### src/rtl/aclock_set_ctrl.sv
// Time/alarm setting controller: synchronizes and debounces four buttons, runs the
// hour/minute edit FSM and pulses the load strobe towards the clock core on commit.
module aclock_set_ctrl #(
  parameter int DEBOUNCE_CYCLES = 4,
  parameter int LD_HOLD         = 10,
  parameter int TIMEOUT_CYCLES  = 64
) (
  input  logic       clk,
  input  logic       reset,
  input  logic       btn_set_t,
  input  logic       btn_set_a,
  input  logic       btn_inc,
  input  logic       btn_next,
  output logic [1:0] H_in1,
  output logic [3:0] H_in0,
  output logic [3:0] M_in1,
  output logic [3:0] M_in0,
  output logic       LD_time,
  output logic       LD_alarm,
  output logic [1:0] edit_field,
  output logic       edit_target
);

  typedef enum logic [1:0] {
    IDLE   = 2'b00,
    EDIT_H = 2'b01,
    EDIT_M = 2'b10,
    COMMIT = 2'b11
  } state_e;

  localparam int DBW = $clog2(DEBOUNCE_CYCLES + 1);
  localparam int TW  = $clog2(TIMEOUT_CYCLES + 1);
  localparam int HW  = $clog2(LD_HOLD + 1);
  localparam logic [DBW-1:0] DB_LAST   = DBW'(DEBOUNCE_CYCLES - 1);
  localparam logic [TW-1:0]  TMO_LAST  = TW'(TIMEOUT_CYCLES - 1);
  localparam logic [HW-1:0]  HOLD_LAST = HW'(LD_HOLD - 1);

  logic [3:0] btnRaw;
  logic [3:0] btnEvt;
  logic       evSetT, evSetA, evInc, evNext;

  assign btnRaw = {btn_next, btn_inc, btn_set_a, btn_set_t};

  // Per button: 2-flop synchronizer, then a level that only flips after the synchronized
  // value has disagreed with it for DEBOUNCE_CYCLES cycles in a row; the flip to 1 emits one event.
  for (genvar i = 0; i < 4; i++) begin : g_btn
    logic           sync1_q, sync2_q, level_q, evt_q;
    logic [DBW-1:0] cnt_q;

    always_ff @(posedge clk or negedge reset) begin
      if (!reset) begin
        sync1_q <= 1'b0;
        sync2_q <= 1'b0;
        level_q <= 1'b0;
        evt_q   <= 1'b0;
        cnt_q   <= '0;
      end else begin
        sync1_q <= btnRaw[i];
        sync2_q <= sync1_q;
        evt_q   <= 1'b0;
        if (sync2_q == level_q) begin
          cnt_q <= '0;
        end else if (cnt_q == DB_LAST) begin
          level_q <= sync2_q;
          evt_q   <= sync2_q;
          cnt_q   <= '0;
        end else begin
          cnt_q <= cnt_q + 1'b1;
        end
      end
    end

    assign btnEvt[i] = evt_q;
  end

  assign evSetT = btnEvt[0];
  assign evSetA = btnEvt[1];
  assign evInc  = btnEvt[2];
  assign evNext = btnEvt[3];

  state_e        state_q, state_d;
  logic [4:0]    hour_q, hour_d;
  logic [5:0]    minute_q, minute_d;
  logic          target_q, target_d;
  logic [TW-1:0] tmo_q, tmo_d;
  logic [HW-1:0] hold_q, hold_d;

  always_ff @(posedge clk or negedge reset) begin
    if (!reset) begin
      state_q  <= IDLE;
      hour_q   <= '0;
      minute_q <= '0;
      target_q <= 1'b0;
      tmo_q    <= '0;
      hold_q   <= '0;
    end else begin
      state_q  <= state_d;
      hour_q   <= hour_d;
      minute_q <= minute_d;
      target_q <= target_d;
      tmo_q    <= tmo_d;
      hold_q   <= hold_d;
    end
  end

  // next beats inc in the same cycle; any inc/next restarts the idle timeout
  always_comb begin
    state_d  = state_q;
    hour_d   = hour_q;
    minute_d = minute_q;
    target_d = target_q;
    tmo_d    = tmo_q;
    hold_d   = hold_q;
    unique case (state_q)
      IDLE: begin
        tmo_d  = '0;
        hold_d = '0;
        if (evSetT) begin
          state_d  = EDIT_H;
          target_d = 1'b0;
        end else if (evSetA) begin
          state_d  = EDIT_H;
          target_d = 1'b1;
        end
      end
      EDIT_H: begin
        if (evNext) begin
          state_d = EDIT_M;
          tmo_d   = '0;
        end else if (evInc) begin
          hour_d = (hour_q == 5'd23) ? 5'd0 : hour_q + 5'd1;
          tmo_d  = '0;
        end else if (tmo_q == TMO_LAST) begin
          state_d = IDLE;
          tmo_d   = '0;
        end else begin
          tmo_d = tmo_q + 1'b1;
        end
      end
      EDIT_M: begin
        if (evNext) begin
          state_d = COMMIT;
          tmo_d   = '0;
          hold_d  = '0;
        end else if (evInc) begin
          minute_d = (minute_q == 6'd59) ? 6'd0 : minute_q + 6'd1;
          tmo_d    = '0;
        end else if (tmo_q == TMO_LAST) begin
          state_d = IDLE;
          tmo_d   = '0;
        end else begin
          tmo_d = tmo_q + 1'b1;
        end
      end
      COMMIT: begin
        if (hold_q == HOLD_LAST) begin
          state_d = IDLE;
          hold_d  = '0;
        end else begin
          hold_d = hold_q + 1'b1;
        end
      end
      default: state_d = IDLE;
    endcase
  end

  // BCD split by range; the units subtract only needs 4 bits since (tens*10) mod 16 is the offset
  always_comb begin
    H_in1 = 2'd0;
    H_in0 = hour_q[3:0];
    if (hour_q >= 5'd20) begin
      H_in1 = 2'd2;
      H_in0 = hour_q[3:0] - 4'd4;
    end else if (hour_q >= 5'd10) begin
      H_in1 = 2'd1;
      H_in0 = hour_q[3:0] - 4'd10;
    end
  end

  always_comb begin
    M_in1 = 4'd0;
    M_in0 = minute_q[3:0];
    if (minute_q >= 6'd50) begin
      M_in1 = 4'd5;
      M_in0 = minute_q[3:0] - 4'd2;
    end else if (minute_q >= 6'd40) begin
      M_in1 = 4'd4;
      M_in0 = minute_q[3:0] - 4'd8;
    end else if (minute_q >= 6'd30) begin
      M_in1 = 4'd3;
      M_in0 = minute_q[3:0] - 4'd14;
    end else if (minute_q >= 6'd20) begin
      M_in1 = 4'd2;
      M_in0 = minute_q[3:0] - 4'd4;
    end else if (minute_q >= 6'd10) begin
      M_in1 = 4'd1;
      M_in0 = minute_q[3:0] - 4'd10;
    end
  end

  assign LD_time     = (state_q == COMMIT) && !target_q;
  assign LD_alarm    = (state_q == COMMIT) && target_q;
  assign edit_field  = state_q;
  assign edit_target = target_q;

endmodule

### config.mk
export PLATFORM = sky130hd
export DESIGN_NAME = aclock_set_ctrl
export DESIGN_NICKNAME = d
export VERILOG_FILES = /design/src/rtl/aclock_set_ctrl.sv
export SDC_FILE = /design/constraint.sdc
export NUM_CORES = 1
export LEC_CHECK = 0
export CORE_MARGIN = 8
export CORE_UTILIZATION = 25
export CTS_CLUSTER_DIAMETER = 40
export DETAILED_ROUTE_END_ITERATION = 10
export HOLD_SLACK_MARGIN = 0.05
export PLACE_DENSITY_LB_ADDON = 0.2
export SETUP_SLACK_MARGIN = 0.3
export SLEW_MARGIN = 20
export SYNTH_ARGS = -nofsm -noshare
export SYNTH_HDL_FRONTEND = slang
export SYNTH_SLANG_ARGS = --single-unit
### constraint.sdc
create_clock -name clk -period 2.5 [get_ports clk]
set_input_delay 0.25 -clock clk [delete_from_list [all_inputs] [get_ports clk]]
set_output_delay 0.25 -clock clk [all_outputs]
set_load 0.02 [all_outputs]
==> insert_results.sql, run 1 <==
INSERT INTO impl_metrics (metric_group, metric, value, unit) VALUES
('sta', 'final_max_slew_viol_count', '0', ''),
('worst_setup_path', 'cp_data_arrival_time', '2.09', 'ns'),
('logic_synthesis', 'synth_area_leader_cell', 'dfrtp_1', ''),
('logic_synthesis', 'syn-cell-area', '0.00308', 'mm2'),
('power', 'vdd_ir_drop_max', '0.378', 'mV'),
('detailed_routing', 'antenna_left', '0', ''),
('clock_network', 'clkTransAtPathRegs', '0.07', 'ns'),
('logic_synthesis', 'synth_seq_area_share', '43.0', '%'),
('sta', 'grt_setup_unrepaired', 'yes', ''),
('cells_and_area', 'drive_gt1_share', '23.2', '%'),
('sta', 'final.min_clock_period', '2.34', 'ns'),
('clock_network', 'root_buffer', 'clkbuf_16', ''),
('detailed_routing', 'route.vias.total', '2398', ''),
('sta', 'final_hold_viol_count', '0', ''),
('power', 'power.sequential.fraction', '42.7', '%'),
('power', 'share_clk_of_total_power', '30.1', '%'),
('global_routing', 'grt_remaining_overflow', '0', ''),
('detailed_routing', 'viasPerCell', '4.67', ''),
('place', 'dp_hpwl', '4720', 'um'),
('global_routing', 'first_pass_grt_wire_length', '11300', 'um'),
('worst_setup_path', 'worst-endpoint-required', '2.25', 'ns'),
('floorplanning', 'die-area', '0.0161', 'mm2'),
('global_routing', 'globalRouteTotalUtil', '8.35', '%'),
('sta', 'fmax', '0.427', 'GHz'),
('place', 'detailedPlace.worstSlack', '-0.111', 'ns'),
('logic_synthesis', 'ys_types', '57', ''),
('floorplanning', 'floorplan.rows', '40', ''),
('worst_setup_path', 'timing.critical_path.to_type', 'output port', ''),
('job', 'max-cap-violations', '0', ''),
('worst_setup_path', 'critPathLaunchType', 'flip-flop', ''),
('power', 'power_switching_share', '30.2', '%'),
('floorplanning', 'chipHeight', '127', 'um'),
('cells_and_area', 'layout-area-overhead-vs-synth', '30.9', '%'),
('place', 'placed_cells_incl_taps', '496', ''),
('power', 'power.internal', '1.82', 'mW'),
('clock_network', 'clock_tree.htree_level_count', '2', ''),
('detailed_routing', 'routed_wire_length_per_instance', '12.6', 'um'),
('detailed_routing', 'postRouteWirelength', '6470', 'um'),
('cells_and_area', 'antennaDiodeCount', '0', ''),
('global_routing', 'largest_net_degree_at_the_start_of_global_routing', '21', ''),
('power', 'comb_power_share', '27.1', '%'),
('logic_synthesis', 'netlist_instances', '309', ''),
('logic_synthesis', 'synth_edf_count', '0', ''),
('sta', 'finalSetupTns', '0', 'ns'),
('logic_synthesis', 'syn-num-nets', '345', ''),
('clock_network', 'cts_buffers', '5', ''),
('detailed_routing', 'drt_first_pass_iters', '4', ''),
('floorplanning', 'ioPinCount', '25', ''),
('clock_network', 'clock_tree_from_tritoncts', 'built', ''),
('power', 'static-leakage-power', '1.81', 'nW'),
('logic_synthesis', 'netlist.area_leader.share', '43.0', '%'),
('floorplanning', 'floorplan.die.width', '127', 'um'),
('cells_and_area', 'design_area', '0.00404', 'mm2'),
('clock_network', 'clock_tree.buffer_depth', '2', ''),
('clock_network', 'cts_num_sinks', '53', ''),
('place', 'io_buffer_count', '23', ''),
('logic_synthesis', 'ys_seq_elements', '53', ''),
('logic_synthesis', 'ys_top_cells_by_area', 'dfrtp_1 43%, ha_1 12%, nand2_1 3.7%', ''),
('logic_synthesis', 'synth.avg_cell_area', '9.97', 'um2'),
('detailed_routing', 'drt_iter0_drc', '100', ''),
('power', 'switch_pwr', '0.787', 'mW'),
('place', 'postPlaceCellArea', '0.00364', 'mm2'),
('logic_synthesis', 'most_common_flop_cell_mapped_by_yosys', 'dfrtp_1', ''),
('worst_setup_path', 'critical_path_class', 'reg2out', ''),
('outcome', 'outcome', 'finished, final reports clean', ''),
('cells_and_area', 'fillers', '1199', ''),
('sta', 'report.final.setup_viol', '0', ''),
('detailed_routing', 'drc_markers', '0', ''),
('global_routing', 'antenna_found_initial', '0', ''),
('place', 'gp_congestion', '0.765', ''),
('logic_synthesis', 'count_of_synthesis_stage_warnings_from_yosys', '0', '');
per-stage QoR:
| stage | hold WS, ns | total power [mW] |
|---|---|---|
| 3_3_place_gp | 0.247 | 1.84 |
| 4_1_cts | 0.350 | 2.66 |
| 3_5_place_dp | 0.251 | 1.85 |
| 2_1_floorplan | -0.0456 | 1.64 |
| 5_1_grt | 0.350 | 2.80 |
| 6_report | 0.342 | 2.61 |
cells by family (layout without fill, tap and decap cells):
group / after synthesis / in the layout / share of synthesized area [%]
muxes: 7 / 7 / 2.48
adders and majority gates: 30 / 30 / 12.2
and+or+nand+nor: 107 / 107 / 19.9
buffers and inverters: 28 / 86 / 4.02
DFF: 53 / 53 / 43.0
xor gates and xnor gates: 6 / 6 / 1.71
AOI/OAI and AO/OA: 77 / 77 / 16.6
other: 1 / 1 / 0.122
worst max-delay path: stages, from the launching register on:
cell,delay [ns]
dfrtp_2,0.46
ha_1,0.22
and3_4,0.18
or3_4,0.37
o2111a_1,0.29
nor3_4,0.10
buf_2,0.18
metal layers:
layer	up-vias	global-route usage (%)	routed length [um]
li1	1219	-	-
met1	1126	10.4	3070
met2	51	14.0	3110
met3	2	1.96	249
met4	0	2.59	38
met5	-	0	0
repair_timing:
action | 4_1_cts | 5_1_grt
hold endpoints to repair | 18 | 0
pin swaps | 13 | 6
hold buffers | 1 | 0
gates resized for setup | 57 | 17
setup endpoints to repair | 10 | 9
setup buffers | 9 | 0
synth_stat cells (7+ instances only):
master / count
a21oi_1: 13
and3b_1: 7
dfrtp_1: 53
ha_1: 30
inv_1: 18
nand2_1: 30
nand3_1: 8
nor2_1: 9
nor2b_1: 9
nor3_1: 9
nor3b_1: 10
o21ai_0: 22
power by group through the flow:
stage / Sequential [mW] / Clock [mW] / Combinational (mW)
detailed placement: 1.14 / 0 / 0.717
finish: 1.11 / 0.786 / 0.708
CTS: 1.12 / 0.817 / 0.725
global placement: 1.13 / 0 / 0.711
global route: 1.14 / 0.845 / 0.815
floorplan: 1.14 / 0 / 0.502
cell type report:
cell class | instances | share of cell area [%]
Clock buffer | 5 | 3.10
Timing Repair Buffer | 59 | 12.4
Tap cell | 147 | 4.56
Sequential cell | 53 | 33.0
Inverter | 19 | 1.83
Multi-Input combinational cell | 228 | 44.0
Clock inverter | 3 | 1.15
cell usage in the layout, fill, tap and decap left out, drive strengths merged, types with 2 or more instances in the layout:
cell type and instances:
a21o 3, mux2 5, o31ai 6, nor2 9
and2 6, or3 5, inv 19, a21oi 13
nand2b 5, nand3 8, a21boi 2, and3b 7
ha 30, buf 42, mux2i 2, clkdlybuf4s50 12
o21a 3, o22ai 5, dfrtp 53, nor3 10
clkbuf 6, o221ai 2, nor2b 9, nor3b 11
o21ai 24, nand3b 2, xnor2 6, o311ai 3
nand2 30
path summary, 6_finish.rpt:
check | startpoint | endpoint | slack (ns) | depth (start not counted)
worst min-delay path | g_btn[0].sync1_q | g_btn[0].sync2_q | 0.34 | 0
max in group asynchronous | reset | g_btn[0].sync1_q | 1.44 | 3
worst max-delay path | minute_q[2] | M_in0[1] | 0.16 | 6
min in group asynchronous | reset | g_btn[0].cnt_q[2] | 0.44 | 2
worst min register to register | g_btn[0].sync1_q | g_btn[0].sync2_q | 0.34 | 0
worst max register to register | edit_field[1] | tmo_q[4] | 0.62 | 6
state kept, by name (all words and copies together), names as in the netlist:
signal,count
g_btn.cnt_q,12
tmo_q,7
minute_q,6
hour_q,5
g_btn.level_q,4
g_btn.sync1_q,4
g_btn.sync2_q,4
hold_q,4
edit_field,2
edit_target,1
evInc,1
evNext,1
evSetA,1
evSetT,1
Note: power is estimated with default switching activity, not from simulation.
==> inputs of run 2 (changes only) <==
Settings changed: CORE_ASPECT_RATIO from default to 1.4, GPL_ROUTABILITY_DRIVEN from default to 0.
Clock period 2.5 ns to 1.92 ns, I/O delays scaled along.
==> run 2 against run 1 <==
Compared with the run above:
- the flow now finishes with violations (setup timing)
- highest routed layer unchanged
- non-clock buffer count rose by 31
- sequential share of layout area fell by 2.9 points
- clock skew fell by 0.0025 ns
- largest power group unchanged
- via count rose by 7.8%
- utilization rose by 2.8 points
- sequential power rose by 31%
==> insert_results.sql, run 2 (synthesis gave the netlist of run 1 again) <==
INSERT INTO impl_metrics (metric_group, metric, value, unit) VALUES
('worst_setup_path', 'crit_path_cell_trace', 'buf_6, ha_4, and3_4, or3_4, o2111a_1, nor3_4, buf_6', ''),
('worst_setup_path', 'crit_buf_inv', '2', ''),
('worst_setup_path', 'worst-endpoint-required', '1.73', 'ns'),
('floorplanning', 'die-area', '0.0162', 'mm2'),
('worst_setup_path', 'worst_path_largest_cell_delay', '0.46', 'ns'),
('power', 'vdd_ir_drop_max', '0.657', 'mV'),
('cells_and_area', 'largest_reg_flops', '12', ''),
('clock_network', 'clkTransAtPathRegs', '0.07', 'ns'),
('worst_hold_path', 'worst_hold_startpoint', 'btn_next', ''),
('sta', 'layout_setup_ws', '-0.380', 'ns'),
('cells_and_area', 'top_regs', 'g_btn.cnt_q: 12 flops, tmo_q: 7 flops, minute_q: 6 flops', ''),
('sta', 'timing.max_slew.rel_slack', '66.4', '%'),
('worst_setup_path', 'cp_data_arrival_time', '2.11', 'ns'),
('global_routing', 'grt_remaining_overflow', '0', ''),
('floorplanning', 'ioPinCount', '25', ''),
('clock_network', 'clock_tree.buffer_depth', '2', ''),
('worst_setup_path', 'critPathLaunchType', 'flip-flop', ''),
('clock_network', 'clock_tree_from_tritoncts', 'built', ''),
('detailed_routing', 'antenna_left', '0', ''),
('sta', 'final.min_clock_period', '2.30', 'ns'),
('place', 'postPlaceCellArea', '0.00389', 'mm2'),
('sta', 'final_max_slew_viol_count', '0', ''),
('cells_and_area', 'final_nets', '433', ''),
('outcome', 'failed_checks', 'setup timing', ''),
('clock_network', 'clock_tree.htree_level_count', '2', ''),
('floorplanning', 'coreArea', '0.0122', 'mm2'),
('sta', 'finalSetupTns', '-1.52', 'ns'),
('global_routing', 'first_pass_grt_wire_length', '12000', 'um'),
('worst_setup_path', 'critical-path-slowest-cell', 'dfrtp_2', ''),
('floorplanning', 'initial_core_util', '25.3', '%'),
('detailed_routing', 'route.vias.total', '2584', ''),
('sta', 'finalCritPeriodShare', '120', '%'),
('sta', 'final_hold_viol_count', '0', ''),
('worst_hold_path', 'min_delay_worst_type', 'in2reg', ''),
('sta', 'finClkSkew', '0.00462', 'ns'),
('cells_and_area', 'most-common-layout-cells', '61 x buf_4, 47 x dfrtp_1, 29 x nand2_1, 15 x o21ai_0, 15 x ha_1', ''),
('worst_hold_path', 'hold_end', 'g_btn[3].sync1_q', ''),
('place', 'dp_hpwl', '5360', 'um'),
('cells_and_area', 'design_area', '0.00444', 'mm2'),
('worst_setup_path', 'worst-path-max-fanout', '5', ''),
('job', 'max-cap-violations', '0', ''),
('worst_setup_path', 'reg2reg_setup_slack', '0.36', 'ns'),
('global_routing', 'antenna_found_initial', '0', ''),
('clock_network', 'cts_buffers', '5', ''),
('worst_setup_path', 'critical_path_class', 'reg2out', ''),
('floorplanning', 'floorplan.rows', '48', ''),
('cells_and_area', 'antennaDiodeCount', '0', ''),
('cells_and_area', 'top_register', 'g_btn.cnt_q', ''),
('worst_setup_path', 'worstRegToRegCells', '7', ''),
('cells_and_area', 'drive_gt1_share', '39.4', '%'),
('global_routing', 'globalRouteTotalUtil', '9.03', '%'),
('clock_network', 'cts_num_sinks', '53', ''),
('detailed_routing', 'routed_wire_length_per_instance', '13.0', 'um'),
('sta', 'report.final.setup_viol', '6', ''),
('floorplanning', 'chipHeight', '147', 'um'),
('worst_setup_path', 'cp_top_family', 'simple AND/OR/NAND/NOR gates', ''),
('worst_setup_path', 'timing.critical_path.to_type', 'output port', ''),
('detailed_routing', 'drt_iter0_drc', '76', ''),
('global_routing', 'vias_in_the_first_global_route', '2607', ''),
('sta', 'fmax', '0.435', 'GHz'),
('worst_hold_path', 'hold-path-cell-count', '1', ''),
('place', 'io_buffer_count', '23', ''),
('detailed_routing', 'drt_first_pass_iters', '4', ''),
('worst_setup_path', 'timing.rr.end', 'tmo_q[4]', ''),
('worst_setup_path', 'critical_path.reg2reg.startpoint', 'edit_field[1]', ''),
('sta', 'worst_margin_slew', '0.504', 'ns'),
('worst_setup_path', 'crit_top_cell', 'buf_6', ''),
('clock_network', 'insertion_delay_of_the_later_clocked_pin_in_the_worst_skew_pair', '0.29', 'ns'),
('sta', 'grt_setup_unrepaired', 'yes', ''),
('global_routing', 'largest_net_degree_at_the_start_of_global_routing', '25', ''),
('power', 'static-leakage-power', '1.98', 'nW'),
('detailed_routing', 'viasPerCell', '4.72', ''),
('power', 'power.density', '804', 'mW/mm2'),
('floorplanning', 'floorplan.die.width', '110', 'um'),
('detailed_routing', 'postRouteWirelength', '7130', 'um'),
('outcome', 'outcome', 'complete, but fails checks', ''),
('cells_and_area', 'final_common_cell', 'buf_4', ''),
('detailed_routing', 'drc_markers', '0', ''),
('cells_and_area', 'layout-area-overhead-vs-synth', '44.0', '%'),
('clock_network', 'root_buffer', 'clkbuf_16', '');
run 2: how the worst max path moves through the flow:
stage,from,to,slack (ns),cells past startpoint
2_1_floorplan,minute_q[3],M_in0[1],0.005,7
3_3_place_gp,minute_q[2],M_in0[2],-0.50,7
3_5_place_dp,minute_q[2],M_in0[1],-0.56,8
4_1_cts,minute_q[2],M_in0[1],-0.38,7
5_1_grt,minute_q[3],M_in0[1],-0.46,7
6_report,minute_q[2],M_in0[1],-0.38,7
run 2: per-stage QoR:
step	power [mW]	setup WS (ns)	hold WS [ns]	util (%)	instances
2_1_floorplan	2.16	0.00453	-0.104	-	309
3_3_place_gp	2.46	-0.502	0.193	31.9	517
3_5_place_dp	2.48	-0.557	0.194	31.9	517
4_1_cts	3.52	-0.376	0.319	34.6	537
5_1_grt	3.84	-0.459	0.330	36.4	548
6_report	3.57	-0.380	0.333	36.4	548
run 2: cell type report:
cell class | instances | area (um2)
clock inverters | 3 | 26.3
inverters | 19 | 78.8
fillers | 1246 | 7750
well taps | 150 | 188
multi-input cells | 228 | 1940
flip-flops and latches | 53 | 1330
clock buffers | 5 | 125
repair buffers | 90 | 747
run 2: power by group:
part | leakage, nW | internal (mW) | switching (mW)
registers | 0.688 | 1.31 | 0.138
logic | 1.22 | 0.626 | 0.570
clock network | 0.0744 | 0.493 | 0.427
total | 1.98 | 2.43 | 1.14
run 2: per-layer routing:
layer | GRT usage [%] | up-vias | part of all wire [%]
met5 | 0 | - | 0
met1 | 9.87 | 1251 | 40
met2 | 16.5 | 32 | 54
met3 | 1.92 | 13 | 3.4
met4 | 2.85 | 0 | 2.2
li1 | - | 1288 | -
run 2: worst register-to-register path, stage by stage, from the launching register on:
cell     delay (ns)
dfrtp_2        0.38
buf_6          0.13
inv_2          0.07
ha_4           0.28
nor3b_4        0.18
nand2_1        0.08
or3_1          0.30
o21ai_1        0.07
run 2: repair_timing:
action	in CTS	in global routing
endpoints found under the setup margin	22	26
buffers inserted	11	11
hold buffers	1	0
endpoints found under the hold margin	21	0
pin swaps	9	13
resized for setup	97	37
==> inputs of run 3 (changes only) <==
Settings changed: CORE_UTILIZATION 25 to 53, HOLD_SLACK_MARGIN 0.05 to default.
==> run 3 against run 2 <==
Compared with the run above:
- the run still ends with setup timing left
- clock power decreased by 30%
- largest power group unchanged
- worst hold slack worse by 0.017 ns
- first-iteration DRC count shrank 13%
- routed wire length down 2.0%
- worst setup slack better by 0.0025 ns
- final cell count down 15%
==> insert_results.sql, run 3 (synthesis gave the netlist of run 1 again) <==
INSERT INTO impl_metrics (metric_group, metric, value, unit) VALUES
('outcome', 'outcome', 'complete, but fails checks', ''),
('outcome', 'failed_checks', 'setup timing', ''),
('detailed_routing', 'drt_first_pass_iters', '4', ''),
('detailed_routing', 'drc_markers', '0', ''),
('detailed_routing', 'viasPerCell', '5.64', ''),
('floorplanning', 'die-area', '0.00855', 'mm2'),
('worst_setup_path', 'worstRegToRegCells', '7', ''),
('detailed_routing', 'antenna_left', '0', ''),
('cells_and_area', 'most-common-layout-cells', '50 x buf_4, 49 x dfrtp_1, 29 x nand2_1, 23 x buf_6', ''),
('global_routing', 'largest_net_degree_at_the_start_of_global_routing', '22', ''),
('global_routing', 'antenna_found_initial', '0', ''),
('cells_and_area', 'top_regs', 'g_btn.cnt_q: 12 flops, tmo_q: 7 flops, minute_q: 6 flops', ''),
('cells_and_area', 'layout-area-overhead-vs-synth', '40.4', '%'),
('cells_and_area', 'final_common_cell', 'buf_4', ''),
('global_routing', 'grt_remaining_overflow', '0', ''),
('worst_setup_path', 'worst-path-max-fanout', '5', ''),
('floorplanning', 'floorplan.die.width', '80.4', 'um'),
('sta', 'finalSetupTns', '-1.59', 'ns'),
('floorplanning', 'initial_core_util', '53.7', '%'),
('worst_hold_path', 'hold-path-cell-count', '1', ''),
('place', 'dp_hpwl', '4960', 'um'),
('clock_network', 'clkTransAtPathRegs', '0.10', 'ns'),
('detailed_routing', 'routed_wire_length_per_instance', '15.0', 'um'),
('sta', 'layout_setup_ws', '-0.377', 'ns'),
('place', 'io_buffer_count', '23', ''),
('worst_hold_path', 'min_delay_worst_type', 'in2reg', ''),
('clock_network', 'cts_buffers', '5', ''),
('floorplanning', 'coreArea', '0.00574', 'mm2'),
('cells_and_area', 'top_register', 'g_btn.cnt_q', ''),
('worst_setup_path', 'cp_data_arrival_time', '2.11', 'ns'),
('floorplanning', 'floorplan.rows', '33', ''),
('floorplanning', 'chipHeight', '106', 'um'),
('detailed_routing', 'route.vias.total', '2629', ''),
('job', 'max-cap-violations', '0', ''),
('cells_and_area', 'antennaDiodeCount', '0', ''),
('worst_setup_path', 'critPathLaunchType', 'flip-flop', ''),
('floorplanning', 'ioPinCount', '25', ''),
('cells_and_area', 'seq_area', '0.00133', 'mm2'),
('sta', 'grt_setup_unrepaired', 'yes', ''),
('sta', 'fmax', '0.435', 'GHz'),
('clock_network', 'insertion_delay_of_the_later_clocked_pin_in_the_worst_skew_pair', '0.31', 'ns'),
('sta', 'finClkSkew', '0.00477', 'ns'),
('global_routing', 'vias_in_the_first_global_route', '2686', ''),
('worst_setup_path', 'timing.critical_path.to_type', 'output port', ''),
('sta', 'finalCritPeriodShare', '120', '%'),
('global_routing', 'globalRouteTotalUtil', '16.4', '%'),
('detailed_routing', 'postRouteWirelength', '6990', 'um'),
('clock_network', 'root_buffer', 'clkbuf_8', ''),
('clock_network', 'cts_num_sinks', '53', ''),
('worst_setup_path', 'worst-endpoint-required', '1.73', 'ns'),
('power', 'power.density', '780', 'mW/mm2'),
('cells_and_area', 'final_nets', '431', ''),
('worst_setup_path', 'critical_path.reg2reg.startpoint', 'edit_field[0]', ''),
('worst_setup_path', 'timing.rr.end', 'tmo_q[4]', ''),
('clock_network', 'clock_tree.htree_level_count', '2', ''),
('worst_setup_path', 'critical_path_class', 'reg2out', ''),
('sta', 'final_max_slew_viol_count', '0', ''),
('worst_hold_path', 'worst_hold_startpoint', 'btn_next', ''),
('clock_network', 'clock_tree.buffer_depth', '2', ''),
('power', 'static-leakage-power', '1.95', 'nW'),
('cells_and_area', 'number_of_non_filler_instances_in_the_completed_layout', '466', ''),
('worst_hold_path', 'hold_end', 'g_btn[3].sync1_q', ''),
('global_routing', 'first_pass_grt_wire_length', '11500', 'um'),
('cells_and_area', 'fillers', '394', ''),
('clock_network', 'clock_tree_from_tritoncts', 'built', ''),
('sta', 'final_hold_viol_count', '0', ''),
('detailed_routing', 'drt_iter0_drc', '66', ''),
('place', 'placed_cells_incl_taps', '435', ''),
('sta', 'report.final.setup_viol', '8', ''),
('power', 'vdd_ir_drop_max', '0.783', 'mV'),
('sta', 'final.min_clock_period', '2.30', 'ns'),
('cells_and_area', 'largest_reg_flops', '12', ''),
('worst_setup_path', 'reg2reg_setup_slack', '0.32', 'ns'),
('cells_and_area', 'drive_gt1_share', '38.6', '%'),
('cells_and_area', 'multi_input_gate_area', '0.00196', 'mm2');
==> run 3: final cells by class <==
type,count,area share [%]
clock buffers,5,1.59
clock inverters,3,0.607
inverters,19,1.94
multi-input cells,228,45.3
flip-flops and latches,53,30.8
well taps,70,2.02
repair buffers,88,17.8
==> run 3: critical path: stages, from the launching register on <==
cell	delay (ns)
dfrtp_2	0.47
buf_12	0.14
ha_4	0.14
and3_4	0.14
or3_4	0.36
o2111a_1	0.29
nor3_4	0.12
buf_6	0.14
==> run 3: worst max path at each step <==
stage	from	end	slack, ns	cells past startpoint
floorplan	minute_q[3]	M_in0[1]	0.005	7
global placement	minute_q[2]	M_in0[1]	-0.49	7
detailed placement	minute_q[2]	M_in0[1]	-0.57	7
CTS	minute_q[3]	M_in0[1]	-0.38	8
global route	minute_q[3]	M_in0[1]	-0.45	8
finish	minute_q[2]	M_in0[1]	-0.38	7
==> run 3: report_power, final <==
part / switching (mW) / internal (mW) / total [mW]
Sequential: 0.137 / 1.31 / 1.45
Clock: 0.380 / 0.266 / 0.646
Combinational: 0.613 / 0.664 / 1.28
Total: 1.13 / 2.24 / 3.37
==> run 3: layer usage <==
| layer | vias to the layer above | wire (um) | GRT usage (%) | part of all wire, % |
|---|---|---|---|---|
| met4 | 0 | 161 | 7.44 | 2.3 |
| met5 | - | 0 | 0 | 0 |
| met1 | 1288 | 2770 | 17.6 | 40 |
| met2 | 49 | 3850 | 30.2 | 55 |
| li1 | 1275 | - | - | - |
| met3 | 17 | 199 | 2.45 | 2.8 |
==> run 3: stage by stage <==
stage                     setup slack (ns)  power (mW)  util, %  instance area (um2)  hold slack, ns
after floorplan                    0.00453        2.16        -                 3200          -0.104
after global placement              -0.489        2.44     66.0                 3790           0.157
after detailed placement            -0.572        2.49     66.0                 3790           0.150
after CTS                           -0.375        3.23     71.6                 4110           0.300
after global routing                -0.449        3.59     75.4                 4330           0.306
final                               -0.377        3.37     75.4                 4330           0.315
==> run 3: what timing repair did <==
item | 4_1_cts | 5_1_grt
pin swaps | 11 | 14
setup buffers | 10 | 12
hold buffers | 1 | 0
cloned | 0 | 0
endpoints found under the hold margin | 19 | 0
resized for setup | 115 | 35
endpoints found under the setup margin | 23 | 31
